<file path="config.mk">
export PLATFORM = sky130hd
export DESIGN_NAME = fourstate_seq_alu
export DESIGN_NICKNAME = d
export VERILOG_FILES = /design/src/rtl/fourstate_pkg.sv /design/src/rtl/fourstate_bit_op.sv /design/src/rtl/fourstate_seq_alu.sv
export SDC_FILE = /design/constraint.sdc
export NUM_CORES = 1
export LEC_CHECK = 0
export CAP_MARGIN = 20
export CORE_AREA = 8 8 85 87
export DETAILED_ROUTE_END_ITERATION = 7
export DIE_AREA = 0 0 93 95
export SYNTH_ARGS = -nofsm -noshare
export SYNTH_HDL_FRONTEND = slang
export SYNTH_SLANG_ARGS = --single-unit
</file>
<file path="constraint.sdc">
create_clock -name clk -period 5.05 [get_ports clk]
set_clock_uncertainty 0.05 [all_clocks]
set_input_delay 0.505 -clock clk [delete_from_list [all_inputs] [get_ports clk]]
set_output_delay 0.505 -clock clk [all_outputs]
set_load 0.01 [all_outputs]
</file>
<file path="src/rtl/fourstate_pkg.sv">
// -----------------------------------------------------------------------------
// fourstate_pkg
// Shared constants for the 4-state operator unit: opcodes, FSM state
// encodings and the (aval,bval) symbol encodings 0/1/z/x.
// -----------------------------------------------------------------------------
package fourstate_pkg;

    // Opcodes; 13..15 are undefined and reported as illegal
    localparam logic [3:0] OP_AND     = 4'd0;
    localparam logic [3:0] OP_OR      = 4'd1;
    localparam logic [3:0] OP_XOR     = 4'd2;
    localparam logic [3:0] OP_XNOR    = 4'd3;
    localparam logic [3:0] OP_NOT     = 4'd4;
    localparam logic [3:0] OP_RAND    = 4'd5;
    localparam logic [3:0] OP_ROR     = 4'd6;
    localparam logic [3:0] OP_RXOR    = 4'd7;
    localparam logic [3:0] OP_RXNOR   = 4'd8;
    localparam logic [3:0] OP_SHL     = 4'd9;
    localparam logic [3:0] OP_SHR     = 4'd10;
    localparam logic [3:0] OP_CASE_EQ = 4'd11;
    localparam logic [3:0] OP_LOG_EQ  = 4'd12;

    // FSM state encoding
    localparam logic [1:0] ST_IDLE   = 2'd0;
    localparam logic [1:0] ST_SHIFT  = 2'd1;
    localparam logic [1:0] ST_REDUCE = 2'd2;
    localparam logic [1:0] ST_DONE   = 2'd3;

    // Single-bit symbols as {aval,bval}
    localparam logic [1:0] V0 = 2'b00;
    localparam logic [1:0] V1 = 2'b10;
    localparam logic [1:0] VZ = 2'b01;
    localparam logic [1:0] VX = 2'b11;

endpackage

</file>
<file path="src/rtl/fourstate_bit_op.sv">
// -----------------------------------------------------------------------------
// fourstate_bit_op
// Combinational single-bit AND/OR/XOR/XNOR/NOT on {aval,bval} symbols.
// Any produced unknown is returned as x.
//   op_sel  in  4  opcode (OP_AND..OP_NOT; anything else yields x)
//   a       in  2  first operand symbol
//   b       in  2  second operand symbol (ignored for NOT)
//   y_c     out 2  result symbol
// -----------------------------------------------------------------------------
module fourstate_bit_op
    import fourstate_pkg::*;
(
    input  logic [3:0] op_sel,
    input  logic [1:0] a,
    input  logic [1:0] b,
    output logic [1:0] y_c
);

    logic unk_c;

    always_comb begin
        unk_c = a[0] | b[0];
        y_c   = VX;
        case (op_sel)
            OP_AND: begin
                if (a == V0 || b == V0) y_c = V0;
                else if (unk_c)         y_c = VX;
                else                    y_c = V1;
            end
            OP_OR: begin
                if (a == V1 || b == V1) y_c = V1;
                else if (unk_c)         y_c = VX;
                else                    y_c = V0;
            end
            OP_XOR:  y_c = unk_c ? VX : {a[1] ^ b[1], 1'b0};
            OP_XNOR: y_c = unk_c ? VX : {~(a[1] ^ b[1]), 1'b0};
            OP_NOT:  y_c = a[0]  ? VX : {~a[1], 1'b0};
            default: y_c = VX;
        endcase
    end

endmodule

</file>
<file path="src/rtl/fourstate_seq_alu.sv">
// -----------------------------------------------------------------------------
// fourstate_seq_alu
// Iterative 4-state operator unit. Bitwise/equality ops finish in one cycle,
// shifts move one position per cycle, reductions fold one bit per cycle.
//   clk, rst                      clock, synchronous active-high reset
//   in_valid/in_ready             request handshake
//   in_op                         opcode
//   in_a_aval/in_a_bval           operand A planes
//   in_b_aval/in_b_bval           operand B planes (shift amount for shifts)
//   out_valid/out_ready           result handshake
//   out_aval/out_bval             result planes
//   out_op, out_illegal           opcode of result, undefined-opcode flag
// -----------------------------------------------------------------------------
module fourstate_seq_alu
    import fourstate_pkg::*;
#(
    parameter int unsigned W  = 4,
    parameter int unsigned CW = $clog2(W + 1)
) (
    input  logic         clk,
    input  logic         rst,
    input  logic         in_valid,
    output logic         in_ready,
    input  logic [3:0]   in_op,
    input  logic [W-1:0] in_a_aval,
    input  logic [W-1:0] in_a_bval,
    input  logic [W-1:0] in_b_aval,
    input  logic [W-1:0] in_b_bval,
    output logic         out_valid,
    input  logic         out_ready,
    output logic [W-1:0] out_aval,
    output logic [W-1:0] out_bval,
    output logic [3:0]   out_op,
    output logic         out_illegal
);

    logic [1:0]    state_q, state_d;
    logic [CW-1:0] cnt_q, cnt_d;
    logic [3:0]    op_q, op_d;
    logic [W-1:0]  wk_aval_q, wk_aval_d;
    logic [W-1:0]  wk_bval_q, wk_bval_d;
    logic [1:0]    acc_q, acc_d;
    logic [W-1:0]  out_aval_q, out_aval_d;
    logic [W-1:0]  out_bval_q, out_bval_d;
    logic [3:0]    out_op_q, out_op_d;
    logic          out_illegal_q, out_illegal_d;
    logic          out_valid_q, out_valid_d;
    logic          in_ready_q, in_ready_d;

    logic [W-1:0]  bw_aval_c, bw_bval_c;
    logic [3:0]    red_sel_c;
    logic [1:0]    red_y_c, inv_y_c;
    logic [CW-1:0] shamt_c;
    logic [W-1:0]  sh_aval_c, sh_bval_c;
    logic          case_eq_c;
    logic [1:0]    log_eq_c;

    // Bitwise datapath on the incoming operands
    for (genvar i = 0; i < W; i++) begin : g_bw
        logic [1:0] y;
        fourstate_bit_op u_bit (
            .op_sel (in_op),
            .a      ({in_a_aval[i], in_a_bval[i]}),
            .b      ({in_b_aval[i], in_b_bval[i]}),
            .y_c    (y)
        );
        assign bw_aval_c[i] = y[1];
        assign bw_bval_c[i] = y[0];
    end

    // Reduction accumulator folds the current LSB of the work register
    fourstate_bit_op u_red (
        .op_sel (red_sel_c),
        .a      (acc_q),
        .b      ({wk_aval_q[0], wk_bval_q[0]}),
        .y_c    (red_y_c)
    );

    // RXNOR is RXOR followed by inversion of the final accumulator
    fourstate_bit_op u_inv (
        .op_sel (OP_NOT),
        .a      (red_y_c),
        .b      (V0),
        .y_c    (inv_y_c)
    );

    // Operator selection, shift amount, one-step shift and equality results
    always_comb begin
        case (op_q)
            OP_RAND: red_sel_c = OP_AND;
            OP_ROR:  red_sel_c = OP_OR;
            default: red_sel_c = OP_XOR;
        endcase

        if (32'(in_b_aval) >= W) shamt_c = CW'(W);
        else                     shamt_c = CW'(in_b_aval);

        if (op_q == OP_SHL) begin
            sh_aval_c = {wk_aval_q[W-2:0], 1'b0};
            sh_bval_c = {wk_bval_q[W-2:0], 1'b0};
        end else begin
            sh_aval_c = {1'b0, wk_aval_q[W-1:1]};
            sh_bval_c = {1'b0, wk_bval_q[W-1:1]};
        end

        case_eq_c = (in_a_aval == in_b_aval) && (in_a_bval == in_b_bval);

        // A known differing bit decides 0 before any unknown can make it x
        if (|((in_a_aval ^ in_b_aval) & ~in_a_bval & ~in_b_bval)) log_eq_c = V0;
        else if (|(in_a_bval | in_b_bval))                        log_eq_c = VX;
        else                                                      log_eq_c = V1;
    end

    // Next-state and registered-output logic
    always_comb begin
        state_d       = state_q;
        cnt_d         = cnt_q;
        op_d          = op_q;
        wk_aval_d     = wk_aval_q;
        wk_bval_d     = wk_bval_q;
        acc_d         = acc_q;
        out_aval_d    = out_aval_q;
        out_bval_d    = out_bval_q;
        out_op_d      = out_op_q;
        out_illegal_d = out_illegal_q;

        case (state_q)
            ST_IDLE: begin
                if (in_valid && in_ready_q) begin
                    op_d          = in_op;
                    wk_aval_d     = in_a_aval;
                    wk_bval_d     = in_a_bval;
                    out_op_d      = in_op;
                    out_illegal_d = 1'b0;
                    out_aval_d    = '0;
                    out_bval_d    = '0;
                    state_d       = ST_DONE;
                    case (in_op)
                        OP_AND, OP_OR, OP_XOR, OP_XNOR, OP_NOT: begin
                            out_aval_d = bw_aval_c;
                            out_bval_d = bw_bval_c;
                        end
                        OP_CASE_EQ: out_aval_d[0] = case_eq_c;
                        OP_LOG_EQ: begin
                            out_aval_d[0] = log_eq_c[1];
                            out_bval_d[0] = log_eq_c[0];
                        end
                        OP_SHL, OP_SHR: begin
                            if (|in_b_bval) begin
                                out_aval_d = '1;
                                out_bval_d = '1;
                            end else if (shamt_c == '0) begin
                                out_aval_d = in_a_aval;
                                out_bval_d = in_a_bval;
                            end else begin
                                cnt_d   = shamt_c;
                                state_d = ST_SHIFT;
                            end
                        end
                        OP_RAND, OP_ROR, OP_RXOR, OP_RXNOR: begin
                            acc_d   = (in_op == OP_RAND) ? V1 : V0;
                            cnt_d   = CW'(W);
                            state_d = ST_REDUCE;
                        end
                        default: begin
                            out_aval_d    = '1;
                            out_bval_d    = '1;
                            out_illegal_d = 1'b1;
                        end
                    endcase
                end
            end
            ST_SHIFT: begin
                wk_aval_d = sh_aval_c;
                wk_bval_d = sh_bval_c;
                cnt_d     = cnt_q - CW'(1);
                if (cnt_q == CW'(1)) begin
                    out_aval_d = sh_aval_c;
                    out_bval_d = sh_bval_c;
                    state_d    = ST_DONE;
                end
            end
            ST_REDUCE: begin
                acc_d     = red_y_c;
                wk_aval_d = wk_aval_q >> 1;
                wk_bval_d = wk_bval_q >> 1;
                cnt_d     = cnt_q - CW'(1);
                if (cnt_q == CW'(1)) begin
                    out_aval_d    = '0;
                    out_bval_d    = '0;
                    out_aval_d[0] = (op_q == OP_RXNOR) ? inv_y_c[1] : red_y_c[1];
                    out_bval_d[0] = (op_q == OP_RXNOR) ? inv_y_c[0] : red_y_c[0];
                    state_d       = ST_DONE;
                end
            end
            ST_DONE: begin
                if (out_ready) state_d = ST_IDLE;
            end
            default: state_d = ST_IDLE;
        endcase

        out_valid_d = (state_d == ST_DONE);
        in_ready_d  = (state_d == ST_IDLE);
    end

    // State and output registers
    always_ff @(posedge clk) begin
        if (rst) begin
            state_q       <= ST_IDLE;
            cnt_q         <= '0;
            op_q          <= '0;
            wk_aval_q     <= '0;
            wk_bval_q     <= '0;
            acc_q         <= V0;
            out_aval_q    <= '0;
            out_bval_q    <= '0;
            out_op_q      <= '0;
            out_illegal_q <= 1'b0;
            out_valid_q   <= 1'b0;
            in_ready_q    <= 1'b1;
        end else begin
            state_q       <= state_d;
            cnt_q         <= cnt_d;
            op_q          <= op_d;
            wk_aval_q     <= wk_aval_d;
            wk_bval_q     <= wk_bval_d;
            acc_q         <= acc_d;
            out_aval_q    <= out_aval_d;
            out_bval_q    <= out_bval_d;
            out_op_q      <= out_op_d;
            out_illegal_q <= out_illegal_d;
            out_valid_q   <= out_valid_d;
            in_ready_q    <= in_ready_d;
        end
    end

    assign in_ready    = in_ready_q;
    assign out_valid   = out_valid_q;
    assign out_aval    = out_aval_q;
    assign out_bval    = out_bval_q;
    assign out_op      = out_op_q;
    assign out_illegal = out_illegal_q;

endmodule

</file>
==> impl_metrics.json, run 1 <==
{
  "p_leak_nw": 1.10,
  "viasPerCell": 6.11,
  "nets": 387,
  "fin_crit_sh": 0.559,
  "status": "finished, final reports clean",
  "core-area_mm2": 0.00582,
  "finalWirelength_mm": 7.49,
  "postCtsSetupBuffers": 0,
  "worst_pin_slew_ns": 0.786,
  "syn_nets": 358,
  "finalNonFillerCells": 426,
  "place_congestion": 0.941,
  "path_cells": "inv_1, ha_1, inv_1, nor4b_1, o22ai_1, a22oi_1, nor2b_1, nor2_1",
  "clk_pin_slew_ns": 0.07,
  "regToRegEndpoint": "in_ready",
  "finalHoldViolations": 0,
  "hold_buffers": 0,
  "rsz0062_at_grt": "false",
  "synth_enable_flop_cells": 0,
  "synthToLayoutAreaGrowth_pct": 22.1,
  "dieArea_mm2": 0.00884,
  "clkSinkCount": 30,
  "crit_path_end": "in_ready",
  "max_cap_violations": 0,
  "grt_max_degree": 29,
  "tns_ns": 0,
  "drive_gt1_frac": 0.0598,
  "vias": 2602,
  "ctsResizeCount": 0,
  "boundaryPins": 39,
  "cp-end-kind": "register",
  "firstDrtPassIters": 5,
  "cp_num_cells": 8,
  "cpLargestDelayFamily": "adder cells",
  "cp_slowest_stage_delay_ns": 0.68,
  "irDropWorstVdd_v": 0.000232,
  "antenna_found_initial": 0,
  "p_clk_frac": 0.175,
  "slowest_stage": "ha_1",
  "min-delay-path-class": "reg2reg",
  "power_switching_mw": 0.621,
  "synth-main-ff-cell": "dfxtp_1",
  "ctsLongestPathBuffers": 2,
  "place_hpwl_mm": 5.62,
  "chipHeight_um": 95,
  "post-route-drc-count": 0,
  "setup_viol": 0,
  "cts_root_buf": "clkbuf_8",
  "cp_common_cell": "inv_1",
  "max-slew-margin-rel": 0.475,
  "die_w_um": 93,
  "synth_cell_types": 60,
  "startpoint": "state_q[0]",
  "fillCellCount": 611,
  "p_int_mw": 0.797,
  "syn_area_per_cell_um2": 7.50,
  "timing.fmax_ghz": 0.354,
  "antenna_cells": 0,
  "required_ns": 5.16,
  "dp_cells": 418,
  "overflow": 0,
  "numCtsBuffers": 5,
  "crit_buf_inv": 2,
  "grt_pass1_wl_mm": 12.3,
  "min_period_ns": 2.82,
  "regToRegStartpoint": "state_q[0]",
  "async_flop_share": 0,
  "synth_seq_cells": 30,
  "powerDensity_mw_per_mm2": 481,
  "r2r_slack_ns": 2.23,
  "seqCellArea_um2": 601,
  "synth-seq-area-share": 0.249,
  "io_buffers": 38,
  "rows": 28,
  "cp_max_fo": 19,
  "grt_usage": 0.171,
  "start_kind": "register",
  "clk_latency_ns": 0.28,
  "netlist_instances": 322,
  "crit_arrival_ns": 2.93,
  "seqPwrFrac": 0.282,
  "crit_type": "reg2reg",
  "ff2ff_path_depth": 8,
  "comb_power_share": 0.543,
  "start_util": 0.415,
  "synth_area_mm2": 0.00241,
  "routedWlPerCell_um": 17.6,
  "ant_nets": 0,
  "multiInputGateArea_mm2": 0.00166,
  "ys.warnings.count": 0,
  "cts_tree": "yes",
  "drt-initial-drc-count": 253,
  "grt_pass1_vias": 2456,
  "h-tree-depth": 2,
  "swShare": 0.438,
  "slew_viol_final": 0
}
[metal layers]
layer  up-vias  global-route usage  part of all wire  wire length (um)
li1       1254                   -                 -                 -
met1      1224               0.229              0.47              3520
met2       114               0.269              0.45              3360
met3        10              0.0373             0.069               518
met4         0              0.0456             0.013               101
met5         -                   0                 0                 0
[state kept, by name, indices dropped and copies added (netlist names), 2 cells and up]
name and flops:
acc_q 2, cnt_q 3, out_aval 4, out_bval 4, out_op 4, state_q 2
wk_aval_q 4, wk_bval_q 4
[worst register-to-register path, stage by stage (launching register included)]
cell and delay (ns):
dfxtp_1 0.46, inv_1 0.12, ha_1 0.68, inv_1 0.41, nor4b_1 0.39, o22ai_1 0.13
a22oi_1 0.21, nor2b_1 0.19, nor2_1 0.06
[layout by cell type, fill, tap and decap left out, drive strengths merged, types with 9 or more instances in the layout]
master,synthesis,routed
inv,20,20
nor2,33,33
a21oi,24,24
nand3,11,11
nor2b,9,9
clkdlybuf4s50,0,38
nor3,11,11
mux2i,11,11
dfxtp,30,30
o21ai,17,17
nand2,24,24
ha,12,12
a211oi,11,11
[how the worst min path moves through the flow]
stage,startpoint,endpoint,slack (ns),cells past startpoint
after global placement,out_illegal,out_illegal,0.42,2
after CTS,wk_bval_q[2],wk_bval_q[2],0.44,2
after floorplan,wk_bval_q[2],wk_bval_q[2],0.41,2
final,out_illegal,out_illegal,0.44,2
after global routing,wk_bval_q[2],wk_bval_q[2],0.47,2
after detailed placement,wk_bval_q[2],wk_bval_q[2],0.43,2
[layout make-up]
cell class                 instances  area share
inverter                          20      0.0255
clock inverter                     1      0.0102
timing repair buffer              40       0.137
multi-input combinational        254       0.564
tap                               75      0.0318
clock buffer                       6      0.0280
sequential                        30       0.204
[per-stage QoR]
stage	hold WS (ns)	instance area [um2]	util	setup slack [ns]	power [mW]
after global placement	0.421	2820	0.485	2.03	1.16
after global routing	0.466	2950	0.507	2.00	1.53
final	0.439	2950	0.507	2.23	1.42
after floorplan	0.406	2410	-	2.88	0.933
after detailed placement	0.429	2820	0.485	2.05	1.16
after CTS	0.438	2930	0.504	2.28	1.41
[logic make-up (layout without fill, tap and decap cells)]
| group | Yosys count | after routing | synth area share |
|---|---|---|---|
| adders and majority gates | 12 | 12 | 0.0622 |
| and+or+nand+nor | 126 | 126 | 0.276 |
| DFF | 30 | 30 | 0.249 |
| buffers and inverters | 38 | 67 | 0.0622 |
| muxes | 13 | 13 | 0.0550 |
| xor gates and xnor gates | 7 | 7 | 0.0254 |
| AOI/OAI and AO/OA | 96 | 96 | 0.271 |
[power by group through the flow]
stage | sequential, mW | clock (mW) | combinational, mW
2_1_floorplan | 0.396 | 0 | 0.537
3_3_place_gp | 0.403 | 0 | 0.755
3_5_place_dp | 0.402 | 0 | 0.757
4_1_cts | 0.397 | 0.251 | 0.761
5_1_grt | 0.412 | 0.264 | 0.857
6_report | 0.400 | 0.248 | 0.770
[cells in the mapped netlist, types with 2 or more instances]
| library cell | count | area, um2 |
|---|---|---|
| a2111oi_0 | 2 | 17.5 |
| a211oi_1 | 11 | 82.6 |
| a21o_1 | 2 | 15.0 |
| a21oi_1 | 24 | 120 |
| a221oi_1 | 4 | 35.0 |
| a22oi_1 | 2 | 15.0 |
| a311oi_1 | 5 | 43.8 |
| a31oi_1 | 3 | 18.8 |
| and2_1 | 3 | 18.8 |
| and3_1 | 2 | 12.5 |
| buf_2 | 6 | 30.0 |
| clkbuf_1 | 11 | 41.3 |
| dfxtp_1 | 30 | 601 |
| ha_1 | 12 | 150 |
| inv_1 | 20 | 75.1 |
| mux2_2 | 2 | 22.5 |
| mux2i_1 | 11 | 110 |
| nand2_1 | 23 | 86.3 |
| nand2b_1 | 6 | 37.5 |
| nand3_1 | 11 | 55.1 |
| nand3b_1 | 3 | 22.5 |
| nand4b_1 | 2 | 17.5 |
| nor2_1 | 32 | 120 |
| nor2b_1 | 9 | 56.3 |
| nor3_1 | 11 | 55.1 |
| nor3b_1 | 3 | 22.5 |
| nor4_1 | 5 | 31.3 |
| nor4b_1 | 2 | 17.5 |
| o211ai_1 | 2 | 15.0 |
| o21ai_0 | 16 | 80.1 |
| o221ai_1 | 3 | 26.3 |
| o22a_1 | 2 | 17.5 |
| o22ai_1 | 7 | 43.8 |
| o32ai_1 | 3 | 26.3 |
| or3_1 | 2 | 12.5 |
| xnor2_1 | 5 | 43.8 |
| xor2_1 | 2 | 17.5 |
(Power assumes the default switching activity.)
==> run 2: changes to the inputs <==
--- a/config.mk
+++ b/config.mk
@@ -9,6 +9,7 @@
 export CORE_AREA = 8 8 85 87
 export DETAILED_ROUTE_END_ITERATION = 7
 export DIE_AREA = 0 0 93 95
+export PLACE_DENSITY = 0.67
 export SYNTH_ARGS = -nofsm -noshare
 export SYNTH_HDL_FRONTEND = slang
 export SYNTH_SLANG_ARGS = --single-unit
==> constraint.sdc (replaced) <==
create_clock -name clk -period 2.5 [get_ports clk]
set_clock_uncertainty 0.05 [all_clocks]
set_input_delay 0.25 -clock clk [delete_from_list [all_inputs] [get_ports clk]]
set_output_delay 0.25 -clock clk [all_outputs]
set_load 0.01 [all_outputs]
==> run 2 against run 1 <==
Flip-flop and latch count is the same. Combinational power is 120% higher. Total power is 110% higher. Routed wire length grew 2.5%. Critical path depth did not move. Worst setup slack got worse by 2.0 ns. Register-to-register slack lost 2.0 ns. Highest routed layer unchanged.
==> impl_metrics.json, run 2 (synthesized netlist as in run 1, its figures left out) <==
{
  "finalNonFillerCells": 460,
  "powerDensity_mw_per_mm2": 938,
  "rows": 28,
  "grt_pass1_wl_mm": 12.3,
  "ff2ff_path_depth": 8,
  "h-tree-depth": 2,
  "required_ns": 2.64,
  "min-delay-path-class": "reg2reg",
  "crit_type": "in2reg",
  "r2r_slack_ns": 0.26,
  "cp_max_fo": 2,
  "ctsResizeCount": 0,
  "fin_crit_sh": 0.899,
  "setup_viol": 0,
  "core-area_mm2": 0.00582,
  "grtUsageMet1": 0.215,
  "overflow": 0,
  "status": "finished, final reports clean",
  "dieArea_mm2": 0.00884,
  "cts_root_buf": "clkbuf_8",
  "chipHeight_um": 95,
  "clk_latency_ns": 0.29,
  "io_buffers": 38,
  "drive_gt1_frac": 0.143,
  "post-route-drc-count": 0,
  "drt-initial-drc-count": 194,
  "antenna_cells": 0,
  "hold_depth": 2,
  "irDropWorstVdd_v": 0.000783,
  "dp_cells": 452,
  "crit_arrival_ns": 2.39,
  "antenna_found_initial": 0,
  "start_kind": "input port",
  "max_cap_violations": 0,
  "nets": 420,
  "worst_pin_slew_ns": 0.420,
  "firstDrtPassIters": 5,
  "regToRegEndpoint": "out_aval[0]",
  "clk_pin_slew_ns": 0.07,
  "min_from": "wk_bval_q[2]",
  "ctsLongestPathBuffers": 2,
  "hold_end": "wk_bval_q[2]",
  "clkSinkCount": 30,
  "hold_buffers": 0,
  "slew_viol_final": 0,
  "start_util": 0.415,
  "rsz0062_at_grt": "false",
  "ant_nets": 0,
  "grt_max_degree": 19,
  "fin_total_pwr_mw": 2.99,
  "min_period_ns": 2.25,
  "grt_most_used_layer": "met2",
  "numCtsBuffers": 5,
  "finalHoldViolations": 0,
  "max-slew-margin-rel": 0.713,
  "die_w_um": 93,
  "finalWirelength_mm": 7.68,
  "cp-end-kind": "register",
  "grt_pass1_vias": 2521,
  "routedWlPerCell_um": 16.7,
  "vias": 2683,
  "p_leak_nw": 1.25,
  "place_congestion": 0.944,
  "timing.fmax_ghz": 0.445,
  "synthToLayoutAreaGrowth_pct": 31.9,
  "grt_usage": 0.174,
  "grtUsageMet2": 0.281,
  "regToRegStartpoint": "state_q[0]",
  "cts_tree": "yes",
  "boundaryPins": 39,
  "postCtsSetupBuffers": 0,
  "viasPerCell": 5.83,
  "layout_common_cells": "38 x clkdlybuf4s50_1, 35 x buf_4, 32 x nor2_1",
  "place_hpwl_mm": 6.07,
  "final_common_cell": "clkdlybuf4s50_1",
  "fillCellCount": 587,
  "use_met3": 0.0484
}
-- run 2: changes by cell type in the layout (fill, tap and decap cells not counted) --
| cell | before | now |
|---|---|---|
| clkbuf_8 | 6 | 5 |
| clkinv_2 | 0 | 2 |
| buf_4 | 1 | 35 |
| buf_8 | 1 | 0 |
-- run 2: worst max-delay path, stage by stage --
cell and delay, ns:
clkdlybuf4s50_1 0.48, inv_1 0.07, ha_1 0.30, or4_1 0.50
nor4_1 0.25, a221o_1 0.17, nor4_2 0.04, a2111oi_2 0.33
-- run 2: cell type report --
cell class                 instances  area [um2]  area share
sequential                        30         601       0.189
tap                               75        93.8      0.0295
timing repair buffer              73         643       0.202
multi-input combinational        254        1660       0.522
clock buffer                       5        68.8      0.0216
clock inverter                     3        40.0      0.0126
inverter                          20        75.1      0.0236
-- run 2: worst max-delay path by stage --
stage	startpoint	to	slack [ns]
CTS	state_q[0]	out_aval[0]	0.24
finish	in_a_bval[0]	out_aval[0]	0.25
global placement	in_a_bval[1]	out_aval[0]	-0.009
global route	state_q[0]	out_aval[0]	0.09
detailed placement	in_b_bval[1]	out_aval[0]	-0.02
floorplan	state_q[0]	out_aval[2]	0.40
-- run 2: stage by stage --
step / TNS, ns / utilization / setup slack, ns / cell area [um2] / hold WS, ns
floorplan: 0 / - / 0.403 / 2410 / 0.367
global placement: -0.00929 / 0.529 / -0.00929 / 3080 / 0.418
detailed placement: -0.0206 / 0.529 / -0.0206 / 3080 / 0.427
CTS: 0 / 0.548 / 0.243 / 3180 / 0.437
global route: 0 / 0.548 / 0.0938 / 3180 / 0.460
finish: 0 / 0.548 / 0.252 / 3180 / 0.436
-- run 2: report_power, final --
group / internal, mW / switching [mW]
clock: 0.293 / 0.192
combinational: 0.759 / 0.951
sequential: 0.649 / 0.142
-- run 2: per-layer routing --
metal,vias up,wire [um]
li1,1320,-
met1,1258,3480
met2,86,3640
met3,19,434
met4,0,123
met5,-,0
==> run 3: changes to the inputs <==
--- a/config.mk
+++ b/config.mk
@@ -10,6 +10,7 @@
 export DETAILED_ROUTE_END_ITERATION = 7
 export DIE_AREA = 0 0 93 95
 export PLACE_DENSITY = 0.67
+export SKIP_LAST_GASP = 1
 export SYNTH_ARGS = -nofsm -noshare
 export SYNTH_HDL_FRONTEND = slang
 export SYNTH_SLANG_ARGS = --single-unit
==> results of run 3 <==
Final layout, timing and power as in run 2 (identical DEF).
